$ cat src/rtl/uart_if_clocking.sv
// uart_if_clocking: synchronizes raw UART pins onto clk, decodes 8N1 frames,
// measures low-run widths and flags line breaks. Rev 1.0
`default_nettype none

module uart_if_clocking #(
  parameter int CLK_FREQ_HZ = 125_000_000,
  parameter int BAUD_RATE   = 115200,
  parameter int BIT_CYCLES  = CLK_FREQ_HZ / BAUD_RATE,
  parameter int CNT_W       = 16
) (
  input  logic             clk,
  input  logic             rst,
  input  logic             uart_rx,
  input  logic             uart_cts_n,
  output logic             mon_rx,
  output logic             mon_cts_n,
  output logic             tx_allowed,
  output logic [7:0]       rx_data,
  output logic             rx_valid,
  output logic             frame_err,
  output logic [CNT_W-1:0] low_run_cycles,
  output logic             low_run_valid,
  output logic             break_det,
  output logic             busy
);

  localparam logic [2:0] S_IDLE  = 3'd0;
  localparam logic [2:0] S_START = 3'd1;
  localparam logic [2:0] S_DATA  = 3'd2;
  localparam logic [2:0] S_STOP  = 3'd3;
  localparam logic [2:0] S_WAIT  = 3'd4;

  localparam logic [CNT_W-1:0] C_BIT_LAST  = CNT_W'(BIT_CYCLES - 1);
  localparam logic [CNT_W-1:0] C_HALF_LAST = CNT_W'(BIT_CYCLES / 2 - 1);
  localparam logic [CNT_W-1:0] C_BREAK     = CNT_W'(11 * BIT_CYCLES);
  localparam logic [CNT_W-1:0] C_ONE       = CNT_W'(1);

  logic [1:0]       rx_sync_q, cts_sync_q;
  logic             rx_prev_q;
  logic [2:0]       state_q, state_d;
  logic [CNT_W-1:0] cnt_q, cnt_d;
  logic [2:0]       idx_q, idx_d;
  logic [7:0]       shift_q, shift_d;
  logic [7:0]       rx_data_q, rx_data_d;
  logic             rx_valid_q, rx_valid_d;
  logic             frame_err_q, frame_err_d;
  logic [CNT_W-1:0] low_cnt_q, low_cnt_d;
  logic [CNT_W-1:0] low_run_q, low_run_d;
  logic             low_run_valid_q, low_run_valid_d;
  logic             break_q, break_d;

  assign mon_rx         = rx_sync_q[1];
  assign mon_cts_n      = cts_sync_q[1];
  assign tx_allowed     = ~cts_sync_q[1];
  assign rx_data        = rx_data_q;
  assign rx_valid       = rx_valid_q;
  assign frame_err      = frame_err_q;
  assign low_run_cycles = low_run_q;
  assign low_run_valid  = low_run_valid_q;
  assign break_det      = break_q;
  assign busy           = (state_q != S_IDLE);

  always_comb begin
    state_d     = state_q;
    cnt_d       = cnt_q;
    idx_d       = idx_q;
    shift_d     = shift_q;
    rx_data_d   = rx_data_q;
    rx_valid_d  = 1'b0;
    frame_err_d = 1'b0;
    case (state_q)
      S_IDLE: begin
        if (rx_prev_q && !mon_rx) begin
          state_d = S_START;
          cnt_d   = '0;
        end
      end
      S_START: begin
        // A start bit that is high again at mid-bit is treated as a glitch.
        if (cnt_q == C_HALF_LAST) begin
          cnt_d   = '0;
          idx_d   = 3'd0;
          state_d = mon_rx ? S_IDLE : S_DATA;
        end else begin
          cnt_d = cnt_q + C_ONE;
        end
      end
      S_DATA: begin
        if (cnt_q == C_BIT_LAST) begin
          cnt_d   = '0;
          shift_d = {mon_rx, shift_q[7:1]};
          if (idx_q == 3'd7) state_d = S_STOP;
          else               idx_d   = idx_q + 3'd1;
        end else begin
          cnt_d = cnt_q + C_ONE;
        end
      end
      S_STOP: begin
        if (cnt_q == C_BIT_LAST) begin
          cnt_d = '0;
          if (mon_rx) begin
            rx_data_d  = shift_q;
            rx_valid_d = 1'b1;
            state_d    = S_IDLE;
          end else begin
            frame_err_d = 1'b1;
            state_d     = S_WAIT;
          end
        end else begin
          cnt_d = cnt_q + C_ONE;
        end
      end
      S_WAIT: begin
        if (mon_rx) state_d = S_IDLE;
      end
      default: state_d = S_IDLE;
    endcase
  end

  always_comb begin
    low_cnt_d       = low_cnt_q;
    low_run_d       = low_run_q;
    low_run_valid_d = 1'b0;
    break_d         = break_q;
    if (!mon_rx) begin
      if (low_cnt_q != '1) low_cnt_d = low_cnt_q + C_ONE;
      if (low_cnt_q >= C_BREAK) break_d = 1'b1;
    end else begin
      low_cnt_d = '0;
      break_d   = 1'b0;
      if (!rx_prev_q) begin
        low_run_d       = low_cnt_q;
        low_run_valid_d = 1'b1;
      end
    end
  end

  always_ff @(posedge clk or negedge rst) begin
    if (!rst) begin
      rx_sync_q       <= 2'b11;
      cts_sync_q      <= 2'b11;
      rx_prev_q       <= 1'b1;
      state_q         <= S_IDLE;
      cnt_q           <= '0;
      idx_q           <= 3'd0;
      shift_q         <= 8'h00;
      rx_data_q       <= 8'h00;
      rx_valid_q      <= 1'b0;
      frame_err_q     <= 1'b0;
      low_cnt_q       <= '0;
      low_run_q       <= '0;
      low_run_valid_q <= 1'b0;
      break_q         <= 1'b0;
    end else begin
      rx_sync_q       <= {rx_sync_q[0], uart_rx};
      cts_sync_q      <= {cts_sync_q[0], uart_cts_n};
      rx_prev_q       <= rx_sync_q[1];
      state_q         <= state_d;
      cnt_q           <= cnt_d;
      idx_q           <= idx_d;
      shift_q         <= shift_d;
      rx_data_q       <= rx_data_d;
      rx_valid_q      <= rx_valid_d;
      frame_err_q     <= frame_err_d;
      low_cnt_q       <= low_cnt_d;
      low_run_q       <= low_run_d;
      low_run_valid_q <= low_run_valid_d;
      break_q         <= break_d;
    end
  end

endmodule

`default_nettype wire

$ cat config.mk
export PLATFORM = sky130hd
export DESIGN_NAME = uart_if_clocking
export DESIGN_NICKNAME = d
export VERILOG_FILES = /design/src/rtl/uart_if_clocking.sv
export SDC_FILE = /design/constraint.sdc
export NUM_CORES = 1
export LEC_CHECK = 0
export ABC_AREA = 1
export BUFFER_PORTS_ARGS = -buffer_cell sky130_fd_sc_hd__buf_2
export CAP_MARGIN = 10
export CORE_MARGIN = 1
export CORE_UTILIZATION = 55
export CTS_CLUSTER_SIZE = 16
export DETAILED_ROUTE_END_ITERATION = 7
export PLACE_DENSITY = 0.75
export SYNTH_ARGS = -nofsm -noshare
export SYNTH_HDL_FRONTEND = slang
export SYNTH_SLANG_ARGS = --single-unit
export TNS_END_PERCENT = 100
$ cat constraint.sdc
create_clock -name clk -period 1.9 [get_ports clk]
set_input_delay 0.38 -clock clk [delete_from_list [all_inputs] [get_ports clk]]
set_output_delay 0.38 -clock clk [all_outputs]
set_load 0.02 [all_outputs]
==> results.cfg, run 1 <==
[run_status]
run_status = complete, no violations

[synthesis]
ys_ff_latch = 79
synth_area_leaders = dfrtp_1 (44%), nand2_1 (10%), nand3_1 (5.7%)
synth.top_cell.area_share = 0.443
yosysTopAreaCell = dfrtp_1
synth_cells = 493
synth-seq-area-share = 0.474
syn_avg_cell_area_sq_um = 8.49
syn_area_sq_um = 4180
synth_cell_type_count = 40
yosysWarnings = 0
syn-num-nets = 503

[timing]
tightest_slew_ns = 0.621
slew_headroom = 0.583
finClkSkew_ns = 0.00781
fmax_mhz = 583
grt_setup_unrepaired = false
setup_tns_ns = 0
drv_slew = 0
finalHoldViolCount = 0
min_period_ns = 1.72
period_share = 0.903
setup_viol = 0

[clock_network]
cts.htree.levels = 3
cts_root_buf = clkbuf_8
insertion_delay_ns = 0.35
max-clock-path-buffers = 2
path_clk_slew_ns = 0.08
cts_setup_buffers = 0
cts_tree = built
cts_sinks = 79
cts_buffers = 9

[global_route]
grt_use_total = 0.238
grt_pass1_wl_mm = 14.4
grt_pass1_vias = 3056
overflow = 0
grt_max_degree = 35
antenna_found_initial = 0

[min_path]
min_path_type = primary input to flop

[power_and_ir_drop]
leakagePower_uw = 0.00224
power.density_nw_per_um2 = 893
peakVddDrop_v = 0.000545
total_power_uw = 4190

[drt]
drc = 0
first_iter_violations = 344
vias = 3379
ant_nets = 0
wl_per_cell_microns = 13.3
totalWireLength_mm = 8.47
vias_per_cell = 5.30
first_pass_iters = 5

[floorplan]
placementRows = 31
io_pins = 36
fp.dieH_microns = 89.2
die-area_sq_um = 7960
initial_utilization = 0.574
fp.dieW_microns = 89.2
core_sq_um = 7290

[critical_path]
cp_slowest_cell = dfrtp_1
cp.required_ns = 2.13
critPathKind = flop to flop
worstPathBufferInverterCount = 1
cp_cell_sequence = ha_1 -> nand2_1 -> inv_2 -> nand2_1 -> nor2_2 -> nand4_4 -> nand3_1 -> o21ai_0
path_common_cell = nand2_1
crit_path_max_incr_delay_ns = 0.42
critical_path.top_delay_family = simple AND/OR/NAND/NOR gates
end_kind = flop
crit_fanout = 14
startpoint_type = flop
worstPathArrival_ns = 1.95

[layout]
final_common_cell = nand2_1
fin_area_sq_um = 4690
n_antenna_cell = 0
drive_gt1_frac = 0.232
syn_to_final_growth_pct = 12.1
fin_nets = 543
final_cell_mix = nand2_1 (115), dfrtp_1 (74), inv_1 (48), nand3_1 (48), nor2_1 (39)

[placement]
hpwl_mm = 6.19
dpl_cell_area_sq_um = 4460
place.gp.congestion = 0.925
numPortBuffers = 35

[run]
drv_cap = 0
[final timing paths]
check	start	end	slack, ns	cells after the start
min reg2reg	cts_sync_q[0]	cts_sync_q[1]	0.36	0
max reg2reg	low_cnt_q[0]	low_cnt_q[1]	0.18	8
max	low_cnt_q[0]	low_cnt_q[1]	0.18	8
min	uart_cts_n	cts_sync_q[0]	0.12	1
min in group asynchronous	rst	low_run_cycles[1]	0.51	2
max in group asynchronous	rst	rx_prev_q	0.80	3
[where the power goes]
group	switching, uW	internal [uW]
registers	93.9	1760
logic	673	285
clock network	597	773
total	1360	2820
[registers in the layout, indices dropped and copies added, names as in the netlist]
register	flops
rx_sync_q	2
frame_err	1
low_run_valid	1
rx_prev_q	1
state_q	3
idx_q	3
cnt_q	16
low_run_cycles	16
cts_sync_q	2
rx_valid	1
low_cnt_q	16
break_det	1
rx_data	8
shift_q	8
[cell usage after synthesis (all sizes together)]
| library cell | number |
|---|---|
| a21oi | 1 |
| a31oi | 4 |
| and2 | 1 |
| buf | 8 |
| clkbuf | 2 |
| clkinv | 1 |
| dfrtp | 74 |
| dfstp | 5 |
| ha | 6 |
| inv | 61 |
| nand2 | 127 |
| nand3 | 52 |
| nand3b | 2 |
| nand4 | 17 |
| nor2 | 49 |
| nor3 | 16 |
| nor4 | 1 |
| o211ai | 3 |
| o21ai | 53 |
| o31ai | 3 |
| or2 | 1 |
| xnor2 | 3 |
| xor2 | 3 |
[final cells by class]
class | count | area, sq um
fillers | 662 | 2600
flip-flops and latches | 79 | 1980
multi-input cells | 342 | 1910
inverters | 62 | 238
repair buffers | 39 | 223
clock buffers | 12 | 145
well taps | 99 | 124
clock inverters | 4 | 70.1
[metrics by stage]
step | setup WS (ns) | utilization | cells | hold WS [ns]
floorplan | 0.389 | - | 493 | 0.0844
global placement | 0.206 | 0.611 | 620 | 0.346
detailed placement | 0.0827 | 0.611 | 620 | 0.350
CTS | 0.0570 | 0.642 | 637 | 0.101
global route | 0.0149 | 0.643 | 637 | 0.0977
finish | 0.184 | 0.643 | 637 | 0.120
[kinds of logic (layout without fill, tap and decap cells)]
group,after synthesis,count (layout),share of synthesized area
DFF,79,79,0.474
AOI/OAI and AO/OA,64,64,0.103
and+or+nand+nor,266,266,0.320
adders and majority gates,6,6,0.0179
xor gates and xnor gates,6,6,0.0126
buffers and inverters,72,117,0.0724
[per-layer routing]
metal,track usage,vias to the layer above,share of wire
li1,-,1692,-
met1,0.345,1588,0.49
met2,0.349,85,0.44
met3,0.0462,14,0.047
met4,0.102,0,0.019
met5,0,-,0
[timing repair]
action | in CTS | in global routing
hold endpoints to repair | 28 | 0
hold buffers | 1 | 0
gates resized for setup | 0 | 2
setup endpoints to repair | 0 | 2
Power figures use the tool's default switching activity.
==> run 2: changes to the inputs <==
CORE_ASPECT_RATIO = 1.25   (was unset)
==> run 2 against run 1 <==
Net effect:
- clock skew about the same
- fmax fell by 0.84%
- via count up 0.86%
- register-to-register slack about the same
- sequential power is essentially flat
- non-clock buffer count is the same
- utilization down 0.94 points
- critical path depth is the same
- clock power fell by 8%
- first-iteration DRC count shrank 43%
- cell area decreased by 0.59%
- sequential share of layout area rose by 0.25 points
- critical path type unchanged
- largest cell class unchanged
- largest power group unchanged
- highest routed layer unchanged
==> results.cfg, run 2 (synthesis results as in run 1) <==
[run_status]
run_status = complete, no violations

[min_path]
hold_depth = 1
min_path_type = primary input to flop
hold_start = uart_rx
hold_end = rx_sync_q[0]

[placement]
place.gp.congestion = 0.890
hpwl_mm = 6.41
dp.cells = 613
numPortBuffers = 35

[critical_path]
ff2ff_setup_slack_ns = 0.17
crit_fanout = 14
critical_path.top_delay_family = simple AND/OR/NAND/NOR gates
cp.required_ns = 2.14
cp_slowest_cell = dfrtp_1
regToRegStartpoint = low_cnt_q[0]
crit_path_max_incr_delay_ns = 0.43
startpoint_type = flop
end_kind = flop
worstPathBufferInverterCount = 1
path_common_cell = nand2_1
cp_cell_sequence = ha_1 -> nand2_1 -> inv_2 -> nand2_1 -> nor2_2 -> nand4_4 -> nand3_1 -> o21ai_0
worstPathArrival_ns = 1.97
critPathKind = flop to flop
r2r_end = low_cnt_q[1]
reg2reg_depth = 8

[power_and_ir_drop]
switching_share = 0.348
total_power_uw = 4080
p_int_uw = 2660
seq_power_share = 0.455
pwr-share-comb = 0.238
leakagePower_uw = 0.00222
p_sw_uw = 1420
peakVddDrop_v = 0.000585
power.density_nw_per_um2 = 875
p_clk_frac = 0.308

[floorplan]
placementRows = 35
die-area_sq_um = 7960
fp.dieW_microns = 80.0
core_sq_um = 7360
io_pins = 36
fp.dieH_microns = 99.5
initial_utilization = 0.569

[timing]
fmax_mhz = 578
finalHoldViolCount = 0
min_period_ns = 1.73
setup_viol = 0
setup_tns_ns = 0
tightest_slew_ns = 0.508
period_share = 0.911
slew_headroom = 0.661
finClkSkew_ns = 0.00770
grt_setup_unrepaired = false
drv_slew = 0

[global_route]
grt_use_total = 0.245
grt_pass1_vias = 3355
overflow = 0
antenna_found_initial = 0
grt_max_degree = 39
grt_pass1_wl_mm = 15.2

[layout]
final_common_cell = nand2_1
final_cell_mix = nand2_1 (115), dfrtp_1 (74), inv_1 (48), nand3_1 (48), nor2_1 (39)
multiInputGateArea_sq_um = 1910
syn_to_final_growth_pct = 11.4
regArea_sq_um = 1980
fin_nets = 543
nFillCells = 642
final_util = 0.634
n_antenna_cell = 0
finalNonFillerCells = 630
drive_gt1_frac = 0.234

[clock_network]
insertion_delay_ns = 0.35
cts_sinks = 79
cts_tree = built
cts_root_buf = clkbuf_8
path_clk_slew_ns = 0.08
cts.htree.levels = 3
cts_setup_buffers = 0
max-clock-path-buffers = 2
cts_buffers = 9

[drt]
ant_nets = 0
first_pass_iters = 5
first_iter_violations = 197
wl_per_cell_microns = 13.7
vias_per_cell = 5.41
vias = 3408
totalWireLength_mm = 8.64
drc = 0

[run]
drv_cap = 0
-- run 2: per-layer routing --
layer,vias up,routed length (microns),GRT usage
met5,-,0,0
met4,0,187,0.0975
met3,15,374,0.0514
met2,78,4210,0.389
met1,1616,3870,0.326
li1,1699,-,-
-- run 2: worst reg2reg max path, delay by kind of cell, from the launching register on --
family | cells | cell delay, ns
and+or+nand+nor | 5 | 0.79
adders and majority gates | 1 | 0.25
DFF | 1 | 0.43
buffers and inverters | 1 | 0.07
AOI/OAI and AO/OA | 1 | 0.08
-- run 2: cell type report --
class	instances	area share
Sequential cell	79	0.425
Multi-Input combinational cell	342	0.409
Inverter	62	0.0510
Timing Repair Buffer	39	0.0478
Clock buffer	10	0.0274
Tap cell	92	0.0247
Clock inverter	6	0.0148
-- run 2: how the worst max path moves through the flow --
stage	slack [ns]	cells after the start	from	end
2_1_floorplan	0.39	8	cnt_q[0]	shift_q[7]
3_3_place_gp	0.23	8	low_cnt_q[0]	low_cnt_q[1]
3_5_place_dp	0.12	8	low_cnt_q[0]	low_cnt_q[0]
4_1_cts	0.10	8	low_cnt_q[0]	low_cnt_q[0]
5_1_grt	0.01	9	low_cnt_q[0]	low_cnt_q[6]
6_report	0.17	8	low_cnt_q[0]	low_cnt_q[1]
-- run 2: power by group through the flow --
stage	logic, uW	clock network [uW]	registers, uW
after global routing	1090	1340	1870
after CTS	983	1290	1850
after global placement	942	0	1880
after detailed placement	980	0	1890
final	971	1260	1860
after floorplan	750	0	1890
-- run 2: repair_timing --
item	in CTS	in global routing
endpoints found under the hold margin	12	0
endpoints found under the setup margin	0	4
hold buffers	1	0
resized for setup	0	2
-- run 2: per-stage QoR --
stage	cell area [sq um]	worst slack, ns	hold WS (ns)
CTS	4650	0.101	0.105
global route	4660	0.0124	0.103
floorplan	4180	0.389	0.0844
detailed placement	4450	0.117	0.348
finish	4660	0.170	0.125
global placement	4450	0.226	0.346
==> run 3: changes to the inputs <==
CELL_PAD_IN_SITES_DETAIL_PLACEMENT = 0   (was unset)
CELL_PAD_IN_SITES_GLOBAL_PLACEMENT = 1   (was unset)
CORE_UTILIZATION = 45   (was 55)
PLACE_DENSITY = 0.8   (was 0.75)
==> run 3 against run 2 <==
Net effect:
- clock power grew 68%
- cell area grew 4.3%
- clock-buffer cell count down 1
- hold slack got worse by 0.097 ns
- sequential cell count unchanged
- utilization shrank 9.8 points
- global-route usage is 2.8 points lower
==> results.cfg, run 3 (synthesis results as in run 1) <==
[drt]
vias_per_cell = 5.10
totalWireLength_mm = 9.15
drc = 0
wl_per_cell_microns = 13.9
vias = 3366
first_pass_iters = 6
ant_nets = 0
first_iter_violations = 144

[critical_path]
crit_path_max_incr_delay_ns = 0.40
ff2ff_setup_slack_ns = 0.21
crit_fanout = 14
cp_slowest_cell = dfrtp_1
critPathKind = flop to flop
cp_cell_sequence = ha_1 -> nand2_1 -> inv_2 -> nand2_1 -> nor2_2 -> nand4_4 -> nand3_1 -> o21ai_0
path_common_cell = nand2_1
cp.required_ns = 2.12
end_kind = flop
startpoint_type = flop
worstPathBufferInverterCount = 1
reg2reg_depth = 8
regToRegStartpoint = low_cnt_q[0]
worstPathArrival_ns = 1.91
r2r_end = low_cnt_q[0]
critical_path.top_delay_family = simple AND/OR/NAND/NOR gates

[layout]
n_antenna_cell = 0
syn_to_final_growth_pct = 16.2
nFillCells = 892
final_cell_mix = nand2_1 (115), dfrtp_1 (74), inv_1 (48), nand3_1 (48), nor2_1 (39)
drive_gt1_frac = 0.236
final_util = 0.536
fin_area_sq_um = 4860
final_common_cell = nand2_1
fin_nets = 542
finalNonFillerCells = 660

[clock_network]
max-clock-path-buffers = 2
cts_tree = built
insertion_delay_ns = 0.34
path_clk_slew_ns = 0.06
cts_root_buf = clkbuf_16
cts_buffers = 9
cts.htree.levels = 3
hold_buffers = 0
cts_sinks = 79

[run_status]
run_status = complete, no violations

[timing]
grt_setup_unrepaired = false
slew_headroom = 0.650
finalHoldViolCount = 0
setup_tns_ns = 0
setup_viol = 0
min_period_ns = 1.69
period_share = 0.888
fmax_mhz = 593
drv_slew = 0
finClkSkew_ns = 0.00466
tightest_slew_ns = 0.521

[global_route]
grt_pass1_wl_mm = 15.8
overflow = 0
grtUsageMet2 = 0.385
grt_pass1_vias = 3313
grt_max_degree = 80
use_met3 = 0.0398
use_met1 = 0.246
grt_busiest_layer = met2
grt_use_total = 0.217
antenna_found_initial = 0

[power_and_ir_drop]
peakVddDrop_v = 0.000517
power.density_nw_per_um2 = 1020
leakagePower_uw = 0.00231
total_power_uw = 4940

[floorplan]
io_pins = 36
die-area_sq_um = 9690
initial_utilization = 0.461
placementRows = 39
core_sq_um = 9080
fp.dieW_microns = 88.2
fp.dieH_microns = 110

[min_path]
min_path_type = primary input to async pin

[placement]
hpwl_mm = 6.72
dpl_cell_area_sq_um = 4490
numPortBuffers = 35
dp.cells = 644
place.gp.congestion = 0.912

[run]
drv_cap = 0
run 3: cell types whose count changed in the layout (fill, tap and decap cells not counted), sizes merged:
cell,before,now
bufinv,1,4
clkbuf,10,9
clkinv,1,3
clkinvlp,4,0
dlygate4sd3,1,0
run 3: timing repair:
action	4_1_cts	5_1_grt
setup buffers	0	0
setup endpoints to repair	0	3
gates resized for setup	0	1
run 3: report_power, final:
group	leakage, uW	internal (uW)	switching [uW]
registers	0.00107	1770	93.8
clock network	0.000180	1420	703
logic	0.00106	284	677
total	0.00231	3470	1470
run 3: stage by stage:
step	hold WS, ns	setup slack, ns
after global routing	0.101	0.0275
after CTS	0.0746	0.109
after floorplan	0.0844	0.389
after detailed placement	0.347	0.118
after global placement	0.346	0.196
final	0.0284	0.213
run 3: how the worst max path moves through the flow:
stage,end,cells after the start,startpoint,slack [ns]
after floorplan,shift_q[7],8,cnt_q[0],0.39
after global placement,low_cnt_q[0],8,low_cnt_q[0],0.20
after detailed placement,low_cnt_q[0],8,low_cnt_q[0],0.12
after CTS,low_cnt_q[0],8,low_cnt_q[0],0.11
after global routing,low_cnt_q[7],9,low_cnt_q[0],0.03
final,low_cnt_q[0],8,low_cnt_q[0],0.21
run 3: routing by layer:
| layer | wire, microns | vias up |
|---|---|---|
| li1 | - | 1692 |
| met1 | 3780 | 1604 |
| met2 | 4850 | 46 |
| met3 | 208 | 24 |
| met4 | 301 | 0 |
| met5 | 0 | - |
run 3: cell type report:
cell class,count,area (sq um),area share
Inverter,62,238,0.0489
Clock buffer,9,225,0.0463
Tap cell,123,154,0.0317
Multi-Input combinational cell,342,1910,0.392
Timing Repair Buffer,38,213,0.0437
Clock inverter,7,143,0.0293
Sequential cell,79,1980,0.408
